`src/rtl/slider_move_ctrl_if.sv`:
```
// Key/demo request levels in, slider step pulses and status out.
// The controller takes the slave side; key/demo logic and the slider share the master side.
interface slider_move_ctrl_if;
    logic       iKey_go;
    logic       iKey_back;
    logic       iKey_up;
    logic       iKey_down;
    logic       iAuto_go;
    logic       iAuto_back;
    logic       iAuto_up;
    logic       iAuto_down;
    logic       oSlider_go;
    logic       oSlider_back;
    logic       oSlider_up;
    logic       oSlider_down;
    logic [1:0] oMode;
    logic       oFrame_tick;

    modport slave (
        input  iKey_go, iKey_back, iKey_up, iKey_down,
        input  iAuto_go, iAuto_back, iAuto_up, iAuto_down,
        output oSlider_go, oSlider_back, oSlider_up, oSlider_down,
        output oMode, oFrame_tick
    );

    modport master (
        output iKey_go, iKey_back, iKey_up, iKey_down,
        output iAuto_go, iAuto_back, iAuto_up, iAuto_down,
        input  oSlider_go, oSlider_back, oSlider_up, oSlider_down,
        input  oMode, oFrame_tick
    );
endinterface

```
`src/rtl/slider_move_ctrl.sv`:
```
// Arbitrates player/demo motion requests and issues frame-rate-limited
// one-clock step pulses to the slider.
//
// state    | meaning
// ---------+-----------------------------------------------
// S_IDLE   | no key recently, waiting for timeout or a key
// S_PLAYER | keys drive the slider
// S_DEMO   | automatic source drives the slider
// S_PAUSE  | frozen, no steps issued
module slider_move_ctrl #(
    parameter int unsigned FRAMES_PER_STEP = 1,
    parameter int unsigned IDLE_TIMEOUT    = 600
) (
    input  logic               iVGA_CLK,
    input  logic               iRST_n,
    input  logic               iVS,
    input  logic               iFreeze,
    slider_move_ctrl_if.slave  bus
);

    localparam logic [7:0] STEP_LAST = 8'(FRAMES_PER_STEP - 1);
    localparam logic [9:0] IDLE_MAX  = 10'(IDLE_TIMEOUT);

    typedef enum logic [1:0] {
        S_IDLE   = 2'b00,
        S_PLAYER = 2'b01,
        S_DEMO   = 2'b10,
        S_PAUSE  = 2'b11
    } state_t;

    state_t     state_q, state_d;
    logic       vs_q, vs_d;
    logic       armed_q, armed_d;
    logic [7:0] frame_cnt_q, frame_cnt_d;
    logic [9:0] idle_cnt_q, idle_cnt_d;
    logic [3:0] pulse_q, pulse_d;

    logic       tick;
    logic       step_en;
    logic       any_key;
    logic [3:0] key_req;
    logic [3:0] auto_req;
    logic [3:0] src_req;

    assign key_req  = {bus.iKey_go, bus.iKey_back, bus.iKey_up, bus.iKey_down};
    assign auto_req = {bus.iAuto_go, bus.iAuto_back, bus.iAuto_up, bus.iAuto_down};
    assign any_key  = |key_req;

    // armed_q blocks the spurious edge seen when reset releases while iVS is low
    assign tick    = armed_q & vs_q & ~iVS;
    assign step_en = tick & (frame_cnt_q == STEP_LAST);

    always_comb begin
        vs_d        = iVS;
        armed_d     = 1'b1;
        frame_cnt_d = frame_cnt_q;
        idle_cnt_d  = idle_cnt_q;
        if (tick) begin
            frame_cnt_d = (frame_cnt_q == STEP_LAST) ? 8'd0 : frame_cnt_q + 8'd1;
        end
        if (any_key || (state_q == S_PAUSE && !iFreeze)) begin
            idle_cnt_d = 10'd0;
        end else if (tick && idle_cnt_q < IDLE_MAX) begin
            idle_cnt_d = idle_cnt_q + 10'd1;
        end
    end

    always_ff @(posedge iVGA_CLK or negedge iRST_n) begin
        if (!iRST_n) begin
            vs_q        <= 1'b1;
            armed_q     <= 1'b0;
            frame_cnt_q <= 8'd0;
            idle_cnt_q  <= 10'd0;
            pulse_q     <= 4'd0;
        end else begin
            vs_q        <= vs_d;
            armed_q     <= armed_d;
            frame_cnt_q <= frame_cnt_d;
            idle_cnt_q  <= idle_cnt_d;
            pulse_q     <= pulse_d;
        end
    end

    always_ff @(posedge iVGA_CLK or negedge iRST_n) begin
        if (!iRST_n) state_q <= S_IDLE;
        else         state_q <= state_d;
    end

    always_comb begin
        state_d = state_q;
        if (iFreeze) begin
            state_d = S_PAUSE;
        end else if (state_q == S_PAUSE) begin
            state_d = S_IDLE;
        end else if (any_key) begin
            state_d = S_PLAYER;
        end else if (idle_cnt_q == IDLE_MAX && state_q != S_DEMO) begin
            state_d = S_DEMO;
        end
    end

    // Source follows the pre-transition state; opposing requests on an axis cancel.
    always_comb begin
        src_req = 4'd0;
        case (state_q)
            S_PLAYER: src_req = key_req;
            S_DEMO:   src_req = auto_req;
            default:  src_req = 4'd0;
        endcase
        pulse_d = {src_req[3] & ~src_req[2],
                   src_req[2] & ~src_req[3],
                   src_req[1] & ~src_req[0],
                   src_req[0] & ~src_req[1]} & {4{step_en}};
    end

    assign bus.oSlider_go   = pulse_q[3];
    assign bus.oSlider_back = pulse_q[2];
    assign bus.oSlider_up   = pulse_q[1];
    assign bus.oSlider_down = pulse_q[0];
    assign bus.oMode        = state_q;
    assign bus.oFrame_tick  = tick;

endmodule
```
`src/flat_wrapper.sv`:
```
// flat-port wrapper written by rule: the top's interface ports become plain ports
module slider_move_ctrl_flat 
#(
    parameter int unsigned FRAMES_PER_STEP = 1,
    parameter int unsigned IDLE_TIMEOUT    = 600
)
  (iVGA_CLK, iRST_n, iVS, iFreeze, bus_iKey_go, bus_iKey_back, bus_iKey_up, bus_iKey_down, bus_iAuto_go, bus_iAuto_back, bus_iAuto_up, bus_iAuto_down, bus_oSlider_go, bus_oSlider_back, bus_oSlider_up, bus_oSlider_down, bus_oMode, bus_oFrame_tick);
  slider_move_ctrl_if bus_i ();
  input  logic iVGA_CLK;
  input  logic iRST_n;
  input  logic iVS;
  input  logic iFreeze;
  input wire logic [$bits(bus_i.iKey_go)-1:0] bus_iKey_go;
  input wire logic [$bits(bus_i.iKey_back)-1:0] bus_iKey_back;
  input wire logic [$bits(bus_i.iKey_up)-1:0] bus_iKey_up;
  input wire logic [$bits(bus_i.iKey_down)-1:0] bus_iKey_down;
  input wire logic [$bits(bus_i.iAuto_go)-1:0] bus_iAuto_go;
  input wire logic [$bits(bus_i.iAuto_back)-1:0] bus_iAuto_back;
  input wire logic [$bits(bus_i.iAuto_up)-1:0] bus_iAuto_up;
  input wire logic [$bits(bus_i.iAuto_down)-1:0] bus_iAuto_down;
  output wire logic [$bits(bus_i.oSlider_go)-1:0] bus_oSlider_go;
  output wire logic [$bits(bus_i.oSlider_back)-1:0] bus_oSlider_back;
  output wire logic [$bits(bus_i.oSlider_up)-1:0] bus_oSlider_up;
  output wire logic [$bits(bus_i.oSlider_down)-1:0] bus_oSlider_down;
  output wire logic [$bits(bus_i.oMode)-1:0] bus_oMode;
  output wire logic [$bits(bus_i.oFrame_tick)-1:0] bus_oFrame_tick;
  assign bus_i.iKey_go = bus_iKey_go;
  assign bus_i.iKey_back = bus_iKey_back;
  assign bus_i.iKey_up = bus_iKey_up;
  assign bus_i.iKey_down = bus_iKey_down;
  assign bus_i.iAuto_go = bus_iAuto_go;
  assign bus_i.iAuto_back = bus_iAuto_back;
  assign bus_i.iAuto_up = bus_iAuto_up;
  assign bus_i.iAuto_down = bus_iAuto_down;
  assign bus_oSlider_go = bus_i.oSlider_go;
  assign bus_oSlider_back = bus_i.oSlider_back;
  assign bus_oSlider_up = bus_i.oSlider_up;
  assign bus_oSlider_down = bus_i.oSlider_down;
  assign bus_oMode = bus_i.oMode;
  assign bus_oFrame_tick = bus_i.oFrame_tick;
  slider_move_ctrl #(.FRAMES_PER_STEP(FRAMES_PER_STEP), .IDLE_TIMEOUT(IDLE_TIMEOUT)) u_core (.iVGA_CLK(iVGA_CLK), .iRST_n(iRST_n), .iVS(iVS), .iFreeze(iFreeze), .bus(bus_i));
endmodule
```
`config.mk`:
```
export PLATFORM = sky130hd
export DESIGN_NAME = slider_move_ctrl_flat
export DESIGN_NICKNAME = d
export VERILOG_FILES = /design/src/rtl/slider_move_ctrl_if.sv /design/src/rtl/slider_move_ctrl.sv /design/src/flat_wrapper.sv
export SDC_FILE = /design/constraint.sdc
export NUM_CORES = 1
export LEC_CHECK = 0
export ABC_CLOCK_PERIOD_IN_PS = 1800
export CELL_PAD_IN_SITES_DETAIL_PLACEMENT = 0
export CELL_PAD_IN_SITES_GLOBAL_PLACEMENT = 2
export CORE_ASPECT_RATIO = 1.1
export CORE_MARGIN = 3
export CORE_UTILIZATION = 31
export CTS_CLUSTER_SIZE = 24
export DETAILED_ROUTE_END_ITERATION = 8
export PLACE_DENSITY_LB_ADDON = 0.1
export SYNTH_ARGS = -nofsm -noshare
export SYNTH_HDL_FRONTEND = slang
export SYNTH_SLANG_ARGS = --single-unit
```
`constraint.sdc`:
```
create_clock -name iVGA_CLK -period 1.8 [get_ports iVGA_CLK]
set_input_delay 0.27 -clock iVGA_CLK [delete_from_list [all_inputs] [get_ports iVGA_CLK]]
set_output_delay 0.27 -clock iVGA_CLK [all_outputs]
set_load 0.01 [all_outputs]
```
* Word level (Yosys, flattened, before mapping)
Cells that the tools add are included.
Word-level totals: output and inout port bits 7, bits in registers 26
Operators by class: equal/unequal tests 5, reduce and logical (&&, ||, !) cells 9, $lt $le $gt $ge 1, bitwise operators 13, multiplexer cells 8, add/sub/neg operators 2
Operators by type and width (number):
- two-way mux 10 bit | 2
- adder 10 x 1 -> 10 bit, second input constant | 1
- == test 10 bit, second input constant | 1
- < comparator 10 bit, second input constant | 1
- adder 8 x 1 -> 8 bit, second input constant | 1
- logical NOT 8 bit | 1
- two-way mux 2 bit | 4
- two-way mux 8 bit | 1
- case mux 4 bit (2 select lines) | 1
- AND 1 bit | 7
- NOT 1 bit | 5
- AND 4 bit | 1
- == test 2 bit, second input constant | 2
- nonzero test 4 bit | 1
- OR reduction 4 bit | 1
- logical AND 1 bit | 3
- == test 2 x 1 -> 1 bit, second input constant | 1
- inequality test 2 bit, second input constant | 1
- nonzero test 2 bit | 1
- logical NOT 1 bit | 1
- logical OR 1 bit | 1

* Longest topological paths before layout
depth after elaboration 6, depth in mapped cells 7, depth with buffers taken out 6

* Least setup slack after synthesis
OpenSTA, ideal clock, no wires.
path kind register -> register, from register u_core.state_q[0], in the netlist u_core.bus.oMode[0], to register u_core.state_q[0], in the netlist u_core.bus.oMode[0], setup slack -16 ps, stages on the path, launching flop included 8, period minus slack after synthesis 1816 ps, arrival 1694 ps, setup time 122 ps, required time 1678 ps, buffers on the path 1, cell sequence dfrtp_1 inv_1 ha_1 buf_6 or4b_1 nor4_2 o21ba_1 o21ai_1
On the way: cells in the longest elaborated chain, start to end 3
Ends and longest elaborated chain:
- from (decl) | RTL line slider_move_ctrl.sv:31 | state_t state_q, state_d;
- from (signal assigned) | RTL line slider_move_ctrl.sv:86 | else state_q <= state_d;
- == test 2 bit or inequality test 2 bit (tied branches) | RTL line slider_move_ctrl.sv:93, slider_move_ctrl.sv:97
- two-way mux 2 bit or logical AND 1 bit (tied branches) | RTL line slider_move_ctrl.sv:93, slider_move_ctrl.sv:97
- two-way mux 2 bit or nonzero test 4 bit (tied branches)
Parallel ways exist; a longest one is shown, timed or not. A chain may end at the register's enable or synchronous reset.

* Final worst setup path
Same ends and word-level chain as after synthesis.

==> impl_metrics.yaml <==
timing:
  clock_skew_ns: 0.00174
  hold_viol: 0
  rsz0062_at_grt: "false"
  fmax_mhz: 582
  fin_crit_sh: 0.954
  setup_tns_ns: 0
  slew_viol_final: 0
  finalCriticalPeriod_ns: 1.72
  setup_violations: 0
place:
  dp_hpwl_um: 2180
  gp_congestion: 0.694
  numPortBuffers: 18
  place_area_um2: 1710
hold_path:
  holdCritPathClass: "in -> async"
die:
  core_um2: 4320
  num_io_pins: 19
  die_x_um: 70.1
  row_count: 25
  start_util: 0.325
  die_h_um: 76.5
  die_area_um2: 5370
clock_tree:
  root_buffer: "clkbuf_8"
  clk_latency_ns: 0.27
  numCtsBuffers: 3
  post_cts_buffers: 0
  cts_sinks: 26
  cts_tree: "built"
  cts.clk_slew.worst_paths_ns: 0.09
  cts_hold_buf: 0
  htreeDepth: 1
  cts_buffer_depth: 2
worst_setup_path:
  critPathCaptureType: "register"
  worst_path_max_delay_cell: "or4b_1"
  path_class: "reg -> reg"
  worstPathCellList: "inv_1 > ha_1 > or4b_1 > nor4_4 > o21ba_1 > o21ai_1"
  critPathMaxStageDelay_ns: 0.58
  cp_data_arrival_time_ns: 1.88
  start_kind: "register"
  critical_path_required_ns: 1.96
  worst-path-max-fanout: 2
final_layout:
  layout_commonest_cell: "dfrtp_1"
  post-route-util: 0.414
  syn_to_final_growth_pct: 27.3
  fin_nets: 191
  drive_above_1_share: 0.129
  antenna_cells: 0
  layout_common_cells: "dfrtp_1 (25), clkdlybuf4s50_1 (17), nor2_1 (14)"
  fillers: 437
  post-route-cell-area_um2: 1790
logic_synthesis:
  synthCells: 141
  synth_area_per_cell_um2: 9.95
  synth_top_area_share: 0.446
  yosysTopAreaCell: "dfrtp_1"
  yosysWarnings: 0
  synth-seq-area-share: 0.465
  ys_ff_latch: 26
  synth.cell_area_um2: 1400
  synth.net_count: 160
  synth_cell_types: 39
  synth_top_cells_by_area: "dfrtp_1 (45%), ha_1 (6.2%), xnor2_1 (4.4%)"
pwr:
  p_total_mw: 1.42
  power_density_nw_per_um2: 797
  peakVddDrop_v: 0.000263
  power_leakage_nw: 0.778
global_routing:
  grt_remaining_overflow: 0
  grt_pass1_vias: 1082
  antenna_found_initial: 0
  grt_util_all_layers: 0.113
  grt_pass1_wl_um: 4850
  grt_max_degree: 27
detailed_routing:
  ant_nets: 0
  post-route-drc-count: 0
  dr.pass1.iters: 4
  drt-total-wl_um: 2880
  wl_per_cell_um: 12.8
  vias_per_cell: 4.83
  dr_total_vias: 1086
  first_iter_violations: 40
outcome:
  status: "finished clean"
flow_run:
  cap_viol_max_count: 0
## sequential cells by signal, summed over array words and instances, names as in the netlist
| register | flops |
|---|---|
| u_core.idle_cnt_q | 10 |
| u_core.frame_cnt_q | 8 |
| u_core.pulse_q | 4 |
| u_core.bus.oMode | 2 |
| u_core.armed_q | 1 |
| u_core.vs_q | 1 |
## per-stage QoR
step / setup slack (ns) / hold slack (ns) / instances
after floorplan: -0.0161 / -0.0256 / 141
after global placement: -0.0837 / 0.463 / 221
after detailed placement: -0.129 / 0.461 / 221
after CTS: 0.0357 / 0.378 / 225
after global routing: 0.0282 / 0.389 / 225
final: 0.0827 / 0.369 / 225
## cell families after synthesis
group	share of synthesized area
mux	0.0152
compound gates	0.0999
other cells	0.00267
buf+inv	0.0491
flops	0.465
xor+xnor	0.0624
simple gates	0.244
fa+ha+maj	0.0624
## repair_timing
action                                  CTS  global route
gates cloned                              0             0
endpoints found under the setup margin    1             1
gates resized for setup                   1             1
hold endpoints to repair                  0             0
## per-layer routing
layer,up-vias,part of all wire,wire length [um],GRT usage
li1,560,-,-,-
met1,510,0.46,1320,0.138
met2,14,0.51,1470,0.197
met3,2,0.024,69,0.0172
met4,0,0.0080,23,0.0460
met5,-,0,0,0
## critical path: cells and delay by family, from the launching register on
kind | cells | cell delay (ns)
simple gates | 2 | 0.78
flops | 1 | 0.36
fa+ha+maj | 1 | 0.21
compound gates | 2 | 0.21
buf+inv | 1 | 0.06
## report_power, final
| group | total [mW] | leakage [nW] | internal [mW] | switching, mW |
|---|---|---|---|---|
| clock network | 0.485 | 0.0357 | 0.297 | 0.187 |
| registers | 0.699 | 0.346 | 0.638 | 0.0610 |
| logic | 0.240 | 0.396 | 0.120 | 0.120 |
## Yosys cell counts
cell	number
nor3_1	3
a21oi_1	4
nor4_1	3
nand3b_1	5
conb_1	1
o21ai_1	4
nand4b_1	1
mux2i_1	1
o211ai_1	1
o21ai_0	2
inv_1	9
or4_4	1
a221oi_1	4
o2111ai_1	1
mux2_1	1
nor2_1	14
nand3b_4	1
nand4_1	3
nand3_1	7
and3_1	2
dfstp_2	1
or3_1	3
clkinv_4	1
or4b_1	1
o21ba_1	1
nor2_2	1
xor2_1	3
a21o_1	2
buf_1	1
xnor2_1	7
or2_2	1
o22ai_1	1
nor4_2	1
ha_1	7
o31ai_1	1
dfrtp_1	25
nor4b_1	1
buf_6	2
nand2_1	13
## final cells by class
type / instances / area [um2] / area share
Multi-Input combinational cell: 102 / 691 / 0.387
Tap cell: 54 / 67.6 / 0.0378
Clock buffer: 3 / 41.3 / 0.0231
Inverter: 10 / 42.5 / 0.0238
Timing Repair Buffer: 29 / 262 / 0.146
Clock inverter: 1 / 30.0 / 0.0168
Sequential cell: 26 / 652 / 0.365
## path summary, 6_finish.rpt
check / startpoint / endpoint / slack [ns] / depth (start not counted)
min in group iVGA_CLK: iVS / u_core.vs_q / 0.42 / 1
setup reg to reg: u_core.bus.oMode[0] / u_core.bus.oMode[0] / 0.08 / 6
hold / removal: iRST_n / u_core.frame_cnt_q[6] / 0.37 / 2
setup / recovery: u_core.bus.oMode[0] / u_core.bus.oMode[0] / 0.08 / 6
max in group asynchronous: iRST_n / u_core.vs_q / 1.13 / 2
hold reg to reg: u_core.frame_cnt_q[7] / u_core.frame_cnt_q[7] / 0.48 / 1
No activity file was read; power rests on OpenSTA's default activity.
==> RTL edit: new RTL, config.mk and constraints unchanged <==
Reset style: synchronous (`iRST_n`), changed in 2 clocked blocks.
--- a/src/rtl/slider_move_ctrl.sv
+++ b/src/rtl/slider_move_ctrl.sv
@@ -65,7 +65,7 @@
         end
     end
 
-    always_ff @(posedge iVGA_CLK or negedge iRST_n) begin
+    always_ff @(posedge iVGA_CLK) begin
         if (!iRST_n) begin
             vs_q        <= 1'b1;
             armed_q     <= 1'b0;
@@ -81,7 +81,7 @@
         end
     end
 
-    always_ff @(posedge iVGA_CLK or negedge iRST_n) begin
+    always_ff @(posedge iVGA_CLK) begin
         if (!iRST_n) state_q <= S_IDLE;
         else         state_q <= state_d;
     end
Check against the original RTL: differs if iRST_n is asserted again (counterexample within 4 cycles, from zero or initial values and one cycle with iRST_n low); with iRST_n held inactive, the same outputs for 10 cycles.
==> RTL edit against the original RTL <==
Sequential cell count stayed put. Setup slack worse by 0.027 ns. First-iteration DRC count is 43% higher. Routed wire length is 3.5% lower. Die area is 10% lower. Area after synthesis is 11% lower. Cell area is 8.3% lower.
Power is not compared: it rests on default switching activity, and its combinational part moved more than twofold at a synthesized area within 25%.
==> RTL edit: results (changes against the original RTL) <==
status - completed
drt wl/cell - 12.3 um (-4.0%)
Worst Skew - 0.00500 ns (+0.00326 ns)
leakage - 0.627 nW
Vias/cell - 4.83 (about the same)
number of nets in the layout - 197 (+3.1%)
total track usage - 0.124 (+0.0113)
clk buf depth - 2 (unchanged)
vias in the first global route - 1073 (-0.83%)
first-pass GRT wire length - 4770 um (-1.6%)
initial antenna violation count - 0 (unchanged)
clock latency on the worst-skew pair - 0.26 ns
sequential share of the synthesized area - 0.416 (-0.0483)
drt first pass iters - 4 (unchanged)
post-cts resize count - 7 (+6)
CP arrival - 1.96 ns (+0.08 ns)
ys flop type - dfxtp_1
Synth top cells by count - dfxtp_1 (26), nor2_1 (16), inv_1 (9), nand2_1 (9), nand3_1 (9)
post-DP HPWL - 2180 um (-0.41%)
PortBufs - 18 (unchanged)
YS warnings - 0 (unchanged)
Max FO, Critical Path - 4 (+2)
Worst Max-Slew Pin Slew - 0.302 ns
pin count of the biggest net entering global routing - 14 (-48%)
CTS buffer count - 3 (unchanged)
Clock Root Buffer - clkbuf_8
setup bufs post-CTS - 1 (+1)
Syn Nets - 163 (+1.9%)
Worst IR Drop VDD - 0.240 mV
biggest regs - u_core.idle_cnt_q: 10 flops, u_core.frame_cnt_q: 8 flops, u_core.pulse_q: 4 flops
layout cells sized above 1 - 0.136 (+0.00771)
synth unique cells - 35 (-10%)
Reg clk slew, reported paths - 0.09 ns (about the same)
Remaining Overflow, GRT - 0 (unchanged)
H-tree depth - 1 (unchanged)
Place WS - -0.434 ns (-0.306 ns)
GPL Wtd Cong - 0.724 (+4.2%)
drt initial violations - 57 (+43%)
Hold Path Class - in -> reg
most area-consuming cells after synthesis - dfxtp_1 (42%), ha_1 (7.0%), xor2_1 (4.9%), nor2_1 (4.8%), nand3_1 (3.6%)
DP Area - 1580 um2 (-7.7%)
final setup violating endpoints - 0 (unchanged)
ys async rst share - 0 (-1.00)
Ant. Diodes - 0 (unchanged)
## RTL edit: cells by family after synthesis
logic type                 Yosys count  synth area share
adders and majority gates            7            0.0701
xor gates and xnor gates             9            0.0631
DFF                                 26             0.416
buffers and inverters               13            0.0450
muxes                                1           0.00801
AOI/OAI and AO/OA                   23             0.120
and+or+nand+nor                     65             0.277
## RTL edit: layout make-up
type / instances / area (um2)
inverter: 9 / 33.8
clock buffer: 3 / 41.3
timing repair buffer: 33 / 287
sequential: 26 / 520
multi-input combinational: 105 / 692
tap: 50 / 62.6
fill: 395 / 2130
## RTL edit: metrics by stage
stage | cells | utilization
2_1_floorplan | 144 | -
3_3_place_gp | 222 | 0.418
3_5_place_dp | 222 | 0.418
4_1_cts | 226 | 0.431
5_1_grt | 226 | 0.434
6_report | 226 | 0.434
## RTL edit: critical path, cell delays in order
cell and delay (ns):
dlygate4sd2_1 0.24, or4_4 0.55, or3_4 0.42, or4_4 0.42
nand2_2 0.06
## RTL edit: where the power goes
| part | switching [mW] | internal (mW) |
|---|---|---|
| clock network | 0.171 | 0.150 |
| logic | 0.0499 | 0.0609 |
| registers | 0.00621 | 0.583 |
| total | 0.227 | 0.793 |
## RTL edit: metal layers
metal,vias to the layer above,GRT usage,part of all wire
met5,-,0,0
met2,11,0.207,0.48
met4,0,0.0406,0.0072
li1,575,-,-
met3,2,0.0200,0.023
met1,503,0.163,0.49
## RTL edit: worst paths after layout
kind | startpoint | endpoint | slack (ns) | cells past startpoint
worst min-delay path | bus_iKey_down | u_core.pulse_q[1] | 0.46 | 3
worst min register to register | u_core.idle_cnt_q[5] | u_core.idle_cnt_q[5] | 0.53 | 2
worst max register to register | u_core.bus.oMode[0] | u_core.bus.oMode[1] | 0.16 | 6
worst max-delay path | bus_iKey_down | u_core.idle_cnt_q[6] | 0.06 | 5
